File: src/rtl/jt900h_prefetch.sv
// rtl/jt900h_prefetch.sv - byte prefetch queue with 16-bit bus refill for the 900H core
// Optional underrun counter output enabled by defining JT900H_PF_UNDERRUN_EN.
module jt900h_prefetch #(
    parameter int QW = 8
) (
    input  logic        clk,
    input  logic        rst_n,
    input  logic        cen,
    input  logic        flush,
    input  logic [23:0] pc_in,
    input  logic [2:0]  adv,
    output logic [31:0] buf_dout,
    output logic [3:0]  buf_cnt,
    output logic [23:0] bus_addr,
    output logic        bus_rd,
    input  logic        bus_ok,
    input  logic [15:0] bus_din
`ifdef JT900H_PF_UNDERRUN_EN
    ,
    output logic [15:0] underrun
`endif
);
    localparam int AW = $clog2(QW);

    typedef enum logic [1:0] {IDLE, FETCH, DROP} state_t;

    state_t          state_q, state_d;
    logic            bus_rd_q, bus_rd_d;
    logic [23:0]     bus_addr_q, bus_addr_d;
    logic [23:0]     fa_q, fa_d;
    logic            skip_q, skip_d;
    logic [3:0]      cnt_q, cnt_d;
    logic [AW-1:0]   rd_q, rd_d, wr_q, wr_d;
    logic [7:0]      queue_q [QW];
    logic [3:0]      adv_ext, eff_adv;
    logic            wr_en, wr_two;

    always_comb begin
        state_d    = state_q;
        bus_rd_d   = bus_rd_q;
        bus_addr_d = bus_addr_q;
        fa_d       = fa_q;
        skip_d     = skip_q;
        wr_en      = 1'b0;
        wr_two     = 1'b0;
        adv_ext    = {1'b0, adv};
        eff_adv    = (adv_ext > cnt_q) ? cnt_q : adv_ext;

        case (state_q)
            IDLE: begin
                if (!flush && cnt_q <= 4'(QW - 2)) begin
                    state_d    = FETCH;
                    bus_rd_d   = 1'b1;
                    bus_addr_d = fa_q;
                end
            end
            FETCH: begin
                if (bus_ok) begin
                    state_d  = IDLE;
                    bus_rd_d = 1'b0;
                    if (!flush) begin
                        wr_en  = 1'b1;
                        wr_two = !skip_q;
                        skip_d = 1'b0;
                        fa_d   = fa_q + 24'd2;
                    end
                end else if (flush) begin
                    state_d = DROP;
                end
            end
            DROP: begin
                if (bus_ok) begin
                    state_d  = IDLE;
                    bus_rd_d = 1'b0;
                end
            end
            default: state_d = IDLE;
        endcase

        rd_d  = rd_q + eff_adv[AW-1:0];
        cnt_d = cnt_q - eff_adv + (wr_en ? (wr_two ? 4'd2 : 4'd1) : 4'd0);
        wr_d  = wr_q + (wr_en ? (wr_two ? AW'(2) : AW'(1)) : AW'(0));

        // A flush discards everything queued and any data arriving this cycle
        if (flush) begin
            cnt_d  = 4'd0;
            rd_d   = '0;
            wr_d   = '0;
            fa_d   = {pc_in[23:1], 1'b0};
            skip_d = pc_in[0];
        end
    end

    always_ff @(posedge clk or negedge rst_n) begin
        if (!rst_n) begin
            state_q    <= IDLE;
            bus_rd_q   <= 1'b0;
            bus_addr_q <= 24'd0;
            fa_q       <= 24'd0;
            skip_q     <= 1'b0;
            cnt_q      <= 4'd0;
            rd_q       <= '0;
            wr_q       <= '0;
        end else if (cen) begin
            state_q    <= state_d;
            bus_rd_q   <= bus_rd_d;
            bus_addr_q <= bus_addr_d;
            fa_q       <= fa_d;
            skip_q     <= skip_d;
            cnt_q      <= cnt_d;
            rd_q       <= rd_d;
            wr_q       <= wr_d;
        end
    end

    always_ff @(posedge clk) begin
        if (cen && wr_en) begin
            if (wr_two) begin
                queue_q[wr_q]          <= bus_din[7:0];
                queue_q[wr_q + AW'(1)] <= bus_din[15:8];
            end else begin
                queue_q[wr_q] <= bus_din[15:8];
            end
        end
    end

    // Bytes beyond the valid count read as zero so stale queue contents never leak
    always_comb begin
        buf_dout = 32'd0;
        for (int k = 0; k < 4; k++) begin
            if (4'(k) < cnt_q) begin
                buf_dout[8*k +: 8] = queue_q[rd_q + AW'(k)];
            end
        end
    end

    assign buf_cnt  = cnt_q;
    assign bus_rd   = bus_rd_q;
    assign bus_addr = bus_addr_q;

`ifdef JT900H_PF_UNDERRUN_EN
    logic [15:0] underrun_q;

    always_ff @(posedge clk or negedge rst_n) begin
        if (!rst_n) begin
            underrun_q <= 16'd0;
        end else if (cen && !flush && adv_ext > cnt_q && underrun_q != 16'hFFFF) begin
            underrun_q <= underrun_q + 16'd1;
        end
    end

    assign underrun = underrun_q;
`endif
endmodule

File: config.mk
export PLATFORM = sky130hd
export DESIGN_NAME = jt900h_prefetch
export DESIGN_NICKNAME = d
export VERILOG_FILES = /design/src/rtl/jt900h_prefetch.sv
export SDC_FILE = /design/constraint.sdc
export NUM_CORES = 1
export LEC_CHECK = 0
export CELL_PAD_IN_SITES_DETAIL_PLACEMENT = 1
export CELL_PAD_IN_SITES_GLOBAL_PLACEMENT = 2
export CORE_ASPECT_RATIO = 0.6
export CORE_MARGIN = 2
export CORE_UTILIZATION = 34
export CTS_CLUSTER_DIAMETER = 200
export CTS_CLUSTER_SIZE = 40
export DETAILED_ROUTE_END_ITERATION = 10
export GPL_TIMING_DRIVEN = 0
export PLACE_DENSITY_LB_ADDON = 0.3
export SYNTH_ARGS = -nofsm -noshare
export SYNTH_HDL_FRONTEND = slang
export SYNTH_SLANG_ARGS = --single-unit
File: constraint.sdc
create_clock -name clk -period 3.7 [get_ports clk]
set_clock_uncertainty 0.15 [all_clocks]
set_input_delay 0.37 -clock clk [delete_from_list [all_inputs] [get_ports clk]]
set_output_delay 0.37 -clock clk [all_outputs]
set_load 0.02 [all_outputs]
==> metrics.txt <==
DRC=0; sequential area share after synthesis=41.3%; Synth area leader=edfxtp_1; Placed Cells=1117; fillers=2546; fin cells=1156; Crit Reg-Reg Endpoint=rd_q[2]; Clock Path Buffers=2; total gr overflow=0; fraction of registers with async set or reset after synthesis=48.4%; Final Critical Period=3570 ps; CTS tree=done; # rows=44; FMAX=0.280 GHz; Detailed Place HPWL=21600 um; FF-to-FF Start=buf_cnt[1]; insertion delay to the later sink of the worst-skew pair=430 ps; initial DRC count=601; Psw=3.27 mW; R2R cell count=14; Post-synth EDFFs=64; Placed Instance Area=9760 um2; Synth top cells by count=mux2_2, nand2_1, edfxtp_1, dfrtp_1, mux4_2; clk slew on worst S/H paths=60 ps; gr usage total=23.5%; Internal=4.81 mW; Max Cap Viol=0; Hold WS=173 ps; Worst Setup SP=buf_cnt[1]; prevailing post-synth register cell=edfxtp_1; Post-Syn Nets=755; port bufs=106; top-area cell type share of the netlist area=23.2%; VDD IR max=0.000312 V; Hold Fails Final Rpt=0; Syn Area/Cell=12.1 um2; area grow syn2layout=27.3%; clock group share of total power=21.2%; antenna violations before repair=0; critical path endpoint=rd_q[2]; number of global-route vias before repair=7082; final count of pins violating max slew=0; final WL=29000 um; root buffer cell=clkbuf_16; synth warn=0; switching share of total power=40.5%; WL/cell=25.1 um; crit path kind=register to register; crit-path max FO=4; leak pwr=3.92 nW; ranking of synthesized cells by area=edfxtp_1, dfrtp_1, mux4_2; Vias/cell=5.82; CP required=3850 ps; Cell variety after synth=67; Placer Congestion=0.867; TritonRoute pass-1 iters=5; die height=125 um; num ports=109; Setup WS post-layout=133 ps; largest net degree at the start of global routing=61; Setup Slack @ Placement=-757 ps; H-tree levels=4; sequential cell area=3430 um2; Post-Synthesis Cells=686; Post-Layout Inst Area=10500 um2; Tightest Hold Check Type=input pin to register; share of layout cells above drive strength 1=30.2%; CP arrival=3720 ps; #FFs+latches synth=124; first-pass GRT wire length=45000 um; Final Util=43.8%; Sequential Power Share=23.2%; Initial Util=34.4%; status=complete, no violations; diodes inserted=0; routed vias=6727; Worst setup SP type=register; Worst R2R Setup Slack=130 ps; Die ar.=25700 um2; Logic pwr share=55.6%; clk sink count=124; core box area=24100 um2; total area of multi-input combinational cells=4660 um2; Setup-failing EPs final=0; worst rel slew slack=10.6%; Die Wd=205 um; most common cell in the netlist=mux2_2; crit path capture type=register; period utilization=96.4%; P per Cell Area=767 nW/um2; nets=890; CTS Buf Count=17; worst slew pin tran=1330 ps; synthesized cell area=8280 um2; post-route antenna net violation count=0
## logic make-up after synthesis
kind of cell	share of synthesized area, %
fa+ha+maj	3.54
flops	41.3
simple gates	10.6
buf+inv	3.57
compound gates	9.53
other cells	0.0453
xor+xnor	0.846
mux	30.6
## cells in the final DEF (no fill, tap or decap), drive strengths merged, types with 6 or more instances in the layout
| cell | synthesis | routed |
|---|---|---|
| a21oi | 40 | 40 |
| a22o | 8 | 8 |
| buf | 22 | 34 |
| clkbuf | 19 | 38 |
| clkdlybuf4s50 | 0 | 96 |
| dfrtp | 60 | 60 |
| dlygate4sd2 | 0 | 9 |
| edfxtp | 64 | 64 |
| ha | 17 | 17 |
| inv | 20 | 25 |
| mux2 | 93 | 93 |
| mux2i | 20 | 20 |
| mux4 | 57 | 57 |
| nand2 | 77 | 77 |
| nand3 | 15 | 15 |
| nand4 | 6 | 6 |
| nor2 | 38 | 38 |
| nor2b | 8 | 8 |
| nor4 | 6 | 6 |
| o21ai | 31 | 31 |
| o22ai | 13 | 13 |
| o31ai | 9 | 9 |
## routing by layer
metal | track usage [%] | part of all wire, % | vias up | wire length (um)
met5 | 0 | 0 | - | 0
met4 | 4.87 | 0.83 | 0 | 242
met3 | 8.32 | 11 | 23 | 3070
met2 | 31.3 | 41 | 295 | 11800
met1 | 36.1 | 48 | 3491 | 13900
li1 | - | - | 2918 | -
## cell type report
cell class / count / area share (%)
well taps: 322 / 3.82
flip-flops and latches: 124 / 32.5
repair buffers: 118 / 10.8
multi-input cells: 500 / 44.2
plain buffers: 39 / 2.18
clock buffers: 21 / 4.77
inverters: 21 / 0.760
clock inverters: 11 / 0.950
## timing repair
item / CTS / global route
gates cloned: 0 / 0
buffers inserted: 4 / 3
hold buffers: 1 / 0
endpoints found under the hold margin: 60 / 0
pin swaps: 3 / 2
endpoints found under the setup margin: 18 / 12
gates resized for setup: 29 / 15
## worst min path at each step
stage | from | to | cells after the start
finish | cen | fa_q[23] | 3
global route | cen | fa_q[23] | 3
CTS | cen | fa_q[23] | 3
detailed placement | bus_addr[18] | bus_addr[18] | 2
global placement | bus_addr[6] | bus_addr[6] | 2
floorplan | rst_n | buf_cnt[0] | 0
## flip-flops by register name, summed over array words and instances, names as in the netlist
signal / count
state_q: 2
wr_q: 3
bus_addr: 23
queue_q: 64
fa_q: 23
rd_q: 3
skip_q: 1
buf_cnt: 4
bus_rd: 1
## power by group through the flow
| stage | combinational [mW] | sequential [mW] | clock (mW) |
|---|---|---|---|
| finish | 4.49 | 1.88 | 1.71 |
| global route | 4.82 | 1.91 | 1.80 |
| CTS | 4.41 | 1.88 | 1.74 |
| detailed placement | 4.26 | 1.91 | 0 |
| global placement | 4.18 | 1.89 | 0 |
| floorplan | 2.48 | 2.03 | 0 |
## critical path: stages, from the launching register on
cell and delay, ps:
dfrtp_2 410, inv_1 110, ha_1 250, nor2b_1 140, o31ai_2 270, nor3_2 100
buf_4 170, nand2_1 50, o21ai_1 140, ha_1 240, fa_1 440, nand2b_1 210
a2111oi_4 320, nor4_1 80, or3b_1 350
## stage by stage
step	power, mW	setup TNS, ps
finish	8.09	0
global route	8.53	-14.0
CTS	8.03	0
detailed placement	6.17	-12050
global placement	6.07	-10820
floorplan	4.50	0
(Power assumes the default switching activity.)
